===== config.mk =====
export PLATFORM = sky130hd
export DESIGN_NAME = unpacker_param
export DESIGN_NICKNAME = d
export VERILOG_FILES = /design/src/rtl/unpacker_pkg.sv /design/src/rtl/unpacker_slice_sel.sv /design/src/rtl/unpacker_param.sv
export SDC_FILE = /design/constraint.sdc
export NUM_CORES = 2
export LEC_CHECK = 0
export CORE_AREA = 2 2 613 615
export DETAILED_ROUTE_END_ITERATION = 10
export DIE_AREA = 0 0 615 617
export PLACE_DENSITY_LB_ADDON = 0.15
export SKIP_LAST_GASP = 1
export SLEW_MARGIN = 5
export SYNTH_ARGS = -nofsm -noshare
export SYNTH_HDL_FRONTEND = slang
export SYNTH_SLANG_ARGS = --single-unit

===== constraint.sdc =====
create_clock -name clk -period 6.7 [get_ports clk]
set_input_delay 0.67 -clock clk [delete_from_list [all_inputs] [get_ports clk]]
set_output_delay 0.67 -clock clk [all_outputs]
set_load 0.01 [all_outputs]

===== src/rtl/unpacker_pkg.sv =====
// unpacker_pkg
// Shared types and helpers for the unpacker_param block.
//   state_t     : unpacker FSM encoding (IDLE / SLICE)
//   slice_count : number of output slices needed to carry a byte count
package unpacker_pkg;

  typedef enum logic {
    ST_IDLE  = 1'b0,
    ST_SLICE = 1'b1
  } state_t;

  // ceil(nbytes / slice_b); only ever evaluated with a constant slice_b.
  function automatic int unsigned slice_count(input int unsigned nbytes,
                                              input int unsigned slice_b);
    return (nbytes + slice_b - 32'd1) / slice_b;
  endfunction

endpackage


===== src/rtl/unpacker_slice_sel.sv =====
// unpacker_slice_sel
// Combinational slice selector: picks slice 'idx' out of a captured input
// word, computes how many of its bytes are valid and zeroes the rest.
// Ports:
//   word       in  IN_IFC_SZ_B*8             captured input word
//   vbc        in  $clog2(IN_IFC_SZ_B+1)     valid bytes in the captured word
//   idx        in  IDX_W                     slice index
//   valid      in  1                         slice is being presented
//   slice_data out OUT_IFC_SZ_B*8            masked slice (zero when !valid)
//   slice_vbc  out $clog2(OUT_IFC_SZ_B+1)    valid bytes in the slice
module unpacker_slice_sel #(
  parameter int IN_IFC_SZ_B  = 160,
  parameter int OUT_IFC_SZ_B = 32,
  parameter int IDX_W        = 3
) (
  input  logic [IN_IFC_SZ_B*8-1:0]          word,
  input  logic [$clog2(IN_IFC_SZ_B+1)-1:0]  vbc,
  input  logic [IDX_W-1:0]                  idx,
  input  logic                              valid,
  output logic [OUT_IFC_SZ_B*8-1:0]         slice_data,
  output logic [$clog2(OUT_IFC_SZ_B+1)-1:0] slice_vbc
);

  localparam int VBC_W  = $clog2(IN_IFC_SZ_B + 1);
  localparam int OVBC_W = $clog2(OUT_IFC_SZ_B + 1);

  logic [VBC_W-1:0]          base;
  logic [VBC_W-1:0]          rem;
  logic [OUT_IFC_SZ_B*8-1:0] raw;

  // Byte offset of this slice; always below IN_IFC_SZ_B so it fits VBC_W.
  assign base = VBC_W'(idx) * VBC_W'(OUT_IFC_SZ_B);
  assign rem  = (vbc > base) ? (vbc - base) : '0;
  assign raw  = word[int'(idx)*OUT_IFC_SZ_B*8 +: OUT_IFC_SZ_B*8];

  always_comb begin
    slice_vbc  = '0;
    slice_data = '0;
    if (valid) begin
      slice_vbc = (rem >= VBC_W'(OUT_IFC_SZ_B)) ? OVBC_W'(OUT_IFC_SZ_B)
                                                 : OVBC_W'(rem);
      for (int b = 0; b < OUT_IFC_SZ_B; b++) begin
        slice_data[b*8 +: 8] = (OVBC_W'(b) < slice_vbc) ? raw[b*8 +: 8] : 8'h00;
      end
    end
  end

endmodule


===== src/rtl/unpacker_param.sv =====
// unpacker_param
// Splits wide input words (IN_IFC_SZ_B bytes) into OUT_IFC_SZ_B-byte slices.
// A word is captured on accept and its slices are presented from the next
// cycle on; the next word can be accepted on the edge the last slice leaves,
// so a held-valid source streams with no bubble.
//
// Optional feature: define UNPACKER_PARAM_ERR_CHK_EN to enable the sticky
// protocol-error flag 'err'; without it err is tied low.
//
// Ports:
//   clk, reset_L            clock, asynchronous active-low reset
//   val/sop/eop/vbc/data    input word and its qualifiers
//   ready                   input word accepted when val && ready
//   out_val/out_sop/out_eop/out_vbc/out_data   output slice
//   out_ready               slice consumed when out_val && out_ready
//   err                     sticky protocol error
//   state_dbg               current FSM state, for observation
//
// Handshake: on both sides a transfer happens on a rising edge where valid
// and ready are both high. A source holding valid must keep its payload
// stable until that edge; this block keeps out_* stable while
// out_val && !out_ready.
module unpacker_param
  import unpacker_pkg::*;
#(
  parameter int IN_IFC_SZ_B  = 160,
  parameter int OUT_IFC_SZ_B = 32
) (
  input  logic                              clk,
  input  logic                              reset_L,
  input  logic                              val,
  input  logic                              sop,
  input  logic                              eop,
  input  logic [$clog2(IN_IFC_SZ_B+1)-1:0]  vbc,
  input  logic [IN_IFC_SZ_B*8-1:0]          data,
  output logic                              ready,
  output logic                              out_val,
  output logic                              out_sop,
  output logic                              out_eop,
  output logic [$clog2(OUT_IFC_SZ_B+1)-1:0] out_vbc,
  output logic [OUT_IFC_SZ_B*8-1:0]         out_data,
  input  logic                              out_ready,
  output logic                              err,
  output state_t                            state_dbg
);

  localparam int VBC_W = $clog2(IN_IFC_SZ_B + 1);
  localparam int NSL   = IN_IFC_SZ_B / OUT_IFC_SZ_B;
  localparam int IDX_W = (NSL > 1) ? $clog2(NSL) : 1;

  if ((OUT_IFC_SZ_B < 1) || (OUT_IFC_SZ_B > IN_IFC_SZ_B) ||
      ((IN_IFC_SZ_B % OUT_IFC_SZ_B) != 0)) begin : g_bad_cfg
    $error("unpacker_param: IN_IFC_SZ_B must be a multiple of OUT_IFC_SZ_B");
  end

  state_t                    state, state_nxt;
  logic [IN_IFC_SZ_B*8-1:0]  cap_data;
  logic [VBC_W-1:0]          cap_vbc;
  logic                      cap_sop, cap_eop;
  logic [IDX_W-1:0]          idx, last_idx;
  logic [VBC_W-1:0]          vbc_eff;
  logic                      last_slice, accept, load, advance;

  // A count beyond the word size is treated as a full word so slicing never
  // walks off the end of the captured data.
  assign vbc_eff    = (vbc > VBC_W'(IN_IFC_SZ_B)) ? VBC_W'(IN_IFC_SZ_B) : vbc;
  assign last_slice = (idx == last_idx);
  assign out_val    = (state == ST_SLICE);
  assign ready      = (state == ST_IDLE) || (last_slice && out_val && out_ready);
  assign accept     = val && ready;
  assign load       = accept && (vbc != '0);
  assign advance    = out_val && out_ready && !last_slice;
  assign out_sop    = out_val && cap_sop && (idx == '0);
  assign out_eop    = out_val && cap_eop && last_slice;
  assign state_dbg  = state;

  always_ff @(posedge clk or negedge reset_L) begin
    if (!reset_L) state <= ST_IDLE;
    else          state <= state_nxt;
  end

  always_comb begin
    state_nxt = state;
    case (state)
      ST_IDLE:  if (load) state_nxt = ST_SLICE;
      ST_SLICE: if (out_ready && last_slice) state_nxt = load ? ST_SLICE : ST_IDLE;
      default:  state_nxt = ST_IDLE;
    endcase
  end

  always_ff @(posedge clk or negedge reset_L) begin
    if (!reset_L) begin
      cap_data <= '0;
      cap_vbc  <= '0;
      cap_sop  <= 1'b0;
      cap_eop  <= 1'b0;
      idx      <= '0;
      last_idx <= '0;
    end else if (load) begin
      cap_data <= data;
      cap_vbc  <= vbc_eff;
      cap_sop  <= sop;
      cap_eop  <= eop;
      idx      <= '0;
      last_idx <= IDX_W'(slice_count(32'(vbc_eff), 32'(OUT_IFC_SZ_B)) - 32'd1);
    end else if (advance) begin
      idx <= idx + 1'b1;
    end
  end

  unpacker_slice_sel #(
    .IN_IFC_SZ_B  (IN_IFC_SZ_B),
    .OUT_IFC_SZ_B (OUT_IFC_SZ_B),
    .IDX_W        (IDX_W)
  ) u_slice_sel (
    .word       (cap_data),
    .vbc        (cap_vbc),
    .idx        (idx),
    .valid      (out_val),
    .slice_data (out_data),
    .slice_vbc  (out_vbc)
  );

`ifdef UNPACKER_PARAM_ERR_CHK_EN
  logic pkt_open, bad_word, err_q;

  assign bad_word = (vbc > VBC_W'(IN_IFC_SZ_B)) ||
                    (!eop && (vbc != VBC_W'(IN_IFC_SZ_B))) ||
                    (sop && pkt_open) ||
                    (!sop && !pkt_open);

  always_ff @(posedge clk or negedge reset_L) begin
    if (!reset_L) begin
      pkt_open <= 1'b0;
      err_q    <= 1'b0;
    end else if (accept) begin
      pkt_open <= !eop;
      if (bad_word) err_q <= 1'b1;
    end
  end

  assign err = err_q;
`else
  assign err = 1'b0;
`endif

endmodule


==> flow_metrics.py <==
metrics = {
    "status": {
        "outcome": "complete, no violations",
    },
    "synthesis": {
        "synth_top_area_cell": "dfrtp_1",
        "synth_cell_type_count": 54,
        "synth_area_um2": 60300,
        "yosysWarnings": 0,
        "yosysSeqAreaShare_pct": 53.8,
        "synthTopCellsByCount": "dfrtp_1 (1297), mux2_2 (857), mux2_4 (434), a22oi_1 (259), mux4_2 (256)",
        "ys_dominant_reg_cell": "dfrtp_1",
        "synth_edf_count": 0,
        "synth_fp_nets": 5108,
        "yosysMostFrequentCell": "dfrtp_1",
        "ys_ff_latch": 1297,
        "yosysTopAreaCellShare_pct": 53.8,
        "synthArstFlopShare_pct": 100,
        "syn-instance-count": 3807,
        "syn_avg_cell_area_um2": 15.8,
        "synthTopCellsByArea": "dfrtp_1 (54%), mux2_2 (16%), mux2_4 (11%), mux4_2 (9.6%), a22oi_1 (3.2%)",
    },
    "route": {
        "dr.pass1.iters": 5,
        "vias_per_cell": 3.98,
        "drc": 0,
        "drt_iter0_markers": 2332,
        "ant_nets": 0,
        "finalWirelength_mm": 320,
        "via_count": 41857,
        "avgRoutedWirePerCell_um": 30.4,
    },
    "grt": {
        "grt_max_degree": 150,
        "grt_use_total_pct": 16.3,
        "antenna_found_initial": 242,
        "grt_first_pass_wirelength_mm": 427,
        "grt_pass1_vias": 44794,
        "grt_overflow": 0,
    },
    "finish": {
        "seqCellArea_um2": 32500,
        "final_util_pct": 23.5,
        "area_growth_pct": 45.8,
        "nNetsFinal": 6650,
        "fillCellCount": 39226,
        "multi_input_area_um2": 26400,
        "layout-drive-gt1-share_pct": 35.9,
        "instances_no_fill": 10521,
    },
    "sta": {
        "slew_headroom_pct": 20.0,
        "finalSetupTns_ns": 0,
        "final-setup-viol-count": 0,
        "worst_slew_pin_slew_ns": 1.20,
        "holdWs_ns": 0.409,
        "fin_skew_ns": 0.0622,
        "period_needed_ns": 6.01,
        "hold_viol": 0,
        "fmax_mhz": 166,
        "period_share_pct": 89.7,
        "final_max_slew_viol_count": 0,
        "rsz0062_at_grt": "false",
    },
    "die": {
        "design.core.area_um2": 374000,
        "design.die.area_um2": 379000,
        "rows": 225,
        "io_pins": 1562,
        "dieHeight_um": 617,
        "start_util_pct": 16.1,
        "die_w_um": 615,
    },
    "critical_path": {
        "reg2reg_depth": 6,
        "r2r-end": "cap_data[1148]$_DFFE_PN0P_",
        "path_cells": "inv_8 -> ha_1 -> and4b_1 -> nand3_1 -> o211ai_1 -> buf_4 -> nor3_1 -> clkdlybuf4s50_1",
        "crit_arrival_ns": 5.34,
        "cpMaxStageDelayCell": "nor3_1",
        "cp_max_fo": 66,
        "rrSetupSlack_ns": 2.35,
        "reg2reg_from": "idx[0]$_DFFE_PN0P_",
        "slowest_delay_ns": 0.95,
        "critPathKind": "flip-flop to output port",
        "end_kind": "output port",
        "cp.required_ns": 6.03,
        "start_kind": "flip-flop",
    },
    "cts": {
        "clk_pin_slew_ns": 0.06,
        "clock_latency_ns": 0.86,
        "cts-buffers-inserted": 181,
        "cts-resized-gates": 0,
        "cts_num_sinks": 1297,
        "clk_path_buf_depth": 4,
        "cts_tree": "done",
        "htree_levels": 4,
        "clockRootBuffer": "clkbuf_16",
    },
    "placed_design": {
        "place_hpwl_mm": 246,
        "placed_cells": 10159,
        "gp_congestion": 0.845,
        "port_buffers": 1560,
    },
    "job": {
        "maxCapViolCount": 0,
    },
    "power_and_ir_drop": {
        "power_leakage_nw": 34.4,
        "vdd_drop_max_v": 0.000422,
        "power_density_nw_per_um2": 556,
    },
    "hold_path": {
        "worstHoldPathType": "primary input to asynchronous set/reset pin",
    },
}
## timing repair
item	in CTS	in global routing
hold buffers	1	0
endpoints found under the hold margin	75	0
setup endpoints to repair	0	0
buffers inserted	0	0
## kinds of logic (layout without fill, tap and decap cells)
kind of cell             Yosys count  after routing  synth area share, %
AND/OR/NAND/NOR                  311            311                 2.80
buffers and inverters            321           1998                 2.84
adder cells (fa/ha/maj)            7              7                0.158
other                              1             44              0.00622
flip-flops                      1297           1297                 53.8
AO/OA/AOI/OAI                    312            312                 3.87
multiplexers                    1551           1551                 36.4
XOR/XNOR                           7              7                0.102
## cell usage in the layout, fill, tap and decap left out, types with 4 or more instances in the layout
cell             count
nand4_1              5
buf_4               77
clkinv_8             4
mux2i_1              4
and3_1               6
clkinvlp_4           5
bufinv_16            6
dfrtp_1           1294
buf_12              32
mux2_4             434
clkdlybuf4s50_1   1559
and4_1               4
clkbuf_8            37
a22oi_1            256
nor3_1             174
xor2_1               4
a21oi_1              5
clkinv_4             4
diode_2             43
inv_1                8
mux4_2             256
nor2_1              14
nor4_1              65
clkinv_2            20
clkbuf_1            53
mux2_2             857
nand2_1              9
nand3_1              7
ha_1                 6
a2111oi_0            7
clkbuf_16          184
a21oi_2             11
## registers in the layout, indices dropped and copies added (netlist names)
name,flops
cap_vbc,8
last_idx,3
cap_sop,1
cap_eop,1
cap_data,1280
idx,3
out_val,1
## worst max-delay path by stage
| stage | from | to | slack, ns | cells after the start |
|---|---|---|---|---|
| floorplan | idx[1]$_DFFE_PN0P_ | out_data[146] | 2.75 | 11 |
| global placement | idx[2]$_DFFE_PN0P_ | out_data[233] | 1.27 | 8 |
| detailed placement | idx[2]$_DFFE_PN0P_ | out_data[233] | 1.33 | 8 |
| CTS | idx[2]$_DFFE_PN0P_ | out_data[233] | 0.36 | 8 |
| global route | idx[2]$_DFFE_PN0P_ | out_data[102] | 0.54 | 7 |
| finish | idx[2]$_DFFE_PN0P_ | out_data[238] | 0.69 | 8 |
## routing by layer
layer / track usage (%) / part of all wire (%) / up-vias
li1: - / - / 17759
met1: 18.4 / 38 / 21889
met2: 30.3 / 53 / 1396
met3: 4.55 / 6.0 / 663
met4: 3.70 / 2.5 / 150
met5: 0 / 0.29 / -
## power breakdown
group / switching (W) / internal [W]
logic: 0.0121 / 0.0126
clock network: 0.00401 / 0.00570
registers: 0.00257 / 0.0119
total: 0.0187 / 0.0302
## cell type report
cell class | count | share of cell area [%]
flip-flops and latches | 1297 | 36.9
clock buffers | 274 | 6.04
clock inverters | 44 | 0.586
well taps | 4994 | 7.11
repair buffers | 1670 | 19.2
multi-input cells | 2189 | 30.0
inverters | 10 | 0.0512
diodes | 43 | 0.122
## critical path: cells and delay by family, from the launching register on
family | cells | cell delay [ns]
AOI/OAI and AO/OA | 1 | 0.21
adders and majority gates | 1 | 0.43
buffers and inverters | 3 | 1.43
and+or+nand+nor | 3 | 1.86
DFF | 1 | 0.44
## stage by stage
stage | total power [W] | setup WS (ns) | area (um2)
6_report | 0.0489 | 0.687 | 87900
2_1_floorplan | 0.0279 | 2.75 | 60300
3_3_place_gp | 0.0398 | 1.27 | 82000
3_5_place_dp | 0.0400 | 1.33 | 82000
5_1_grt | 0.0516 | 0.538 | 87900
4_1_cts | 0.0501 | 0.362 | 87800
No activity file was read; power rests on OpenSTA's default activity.
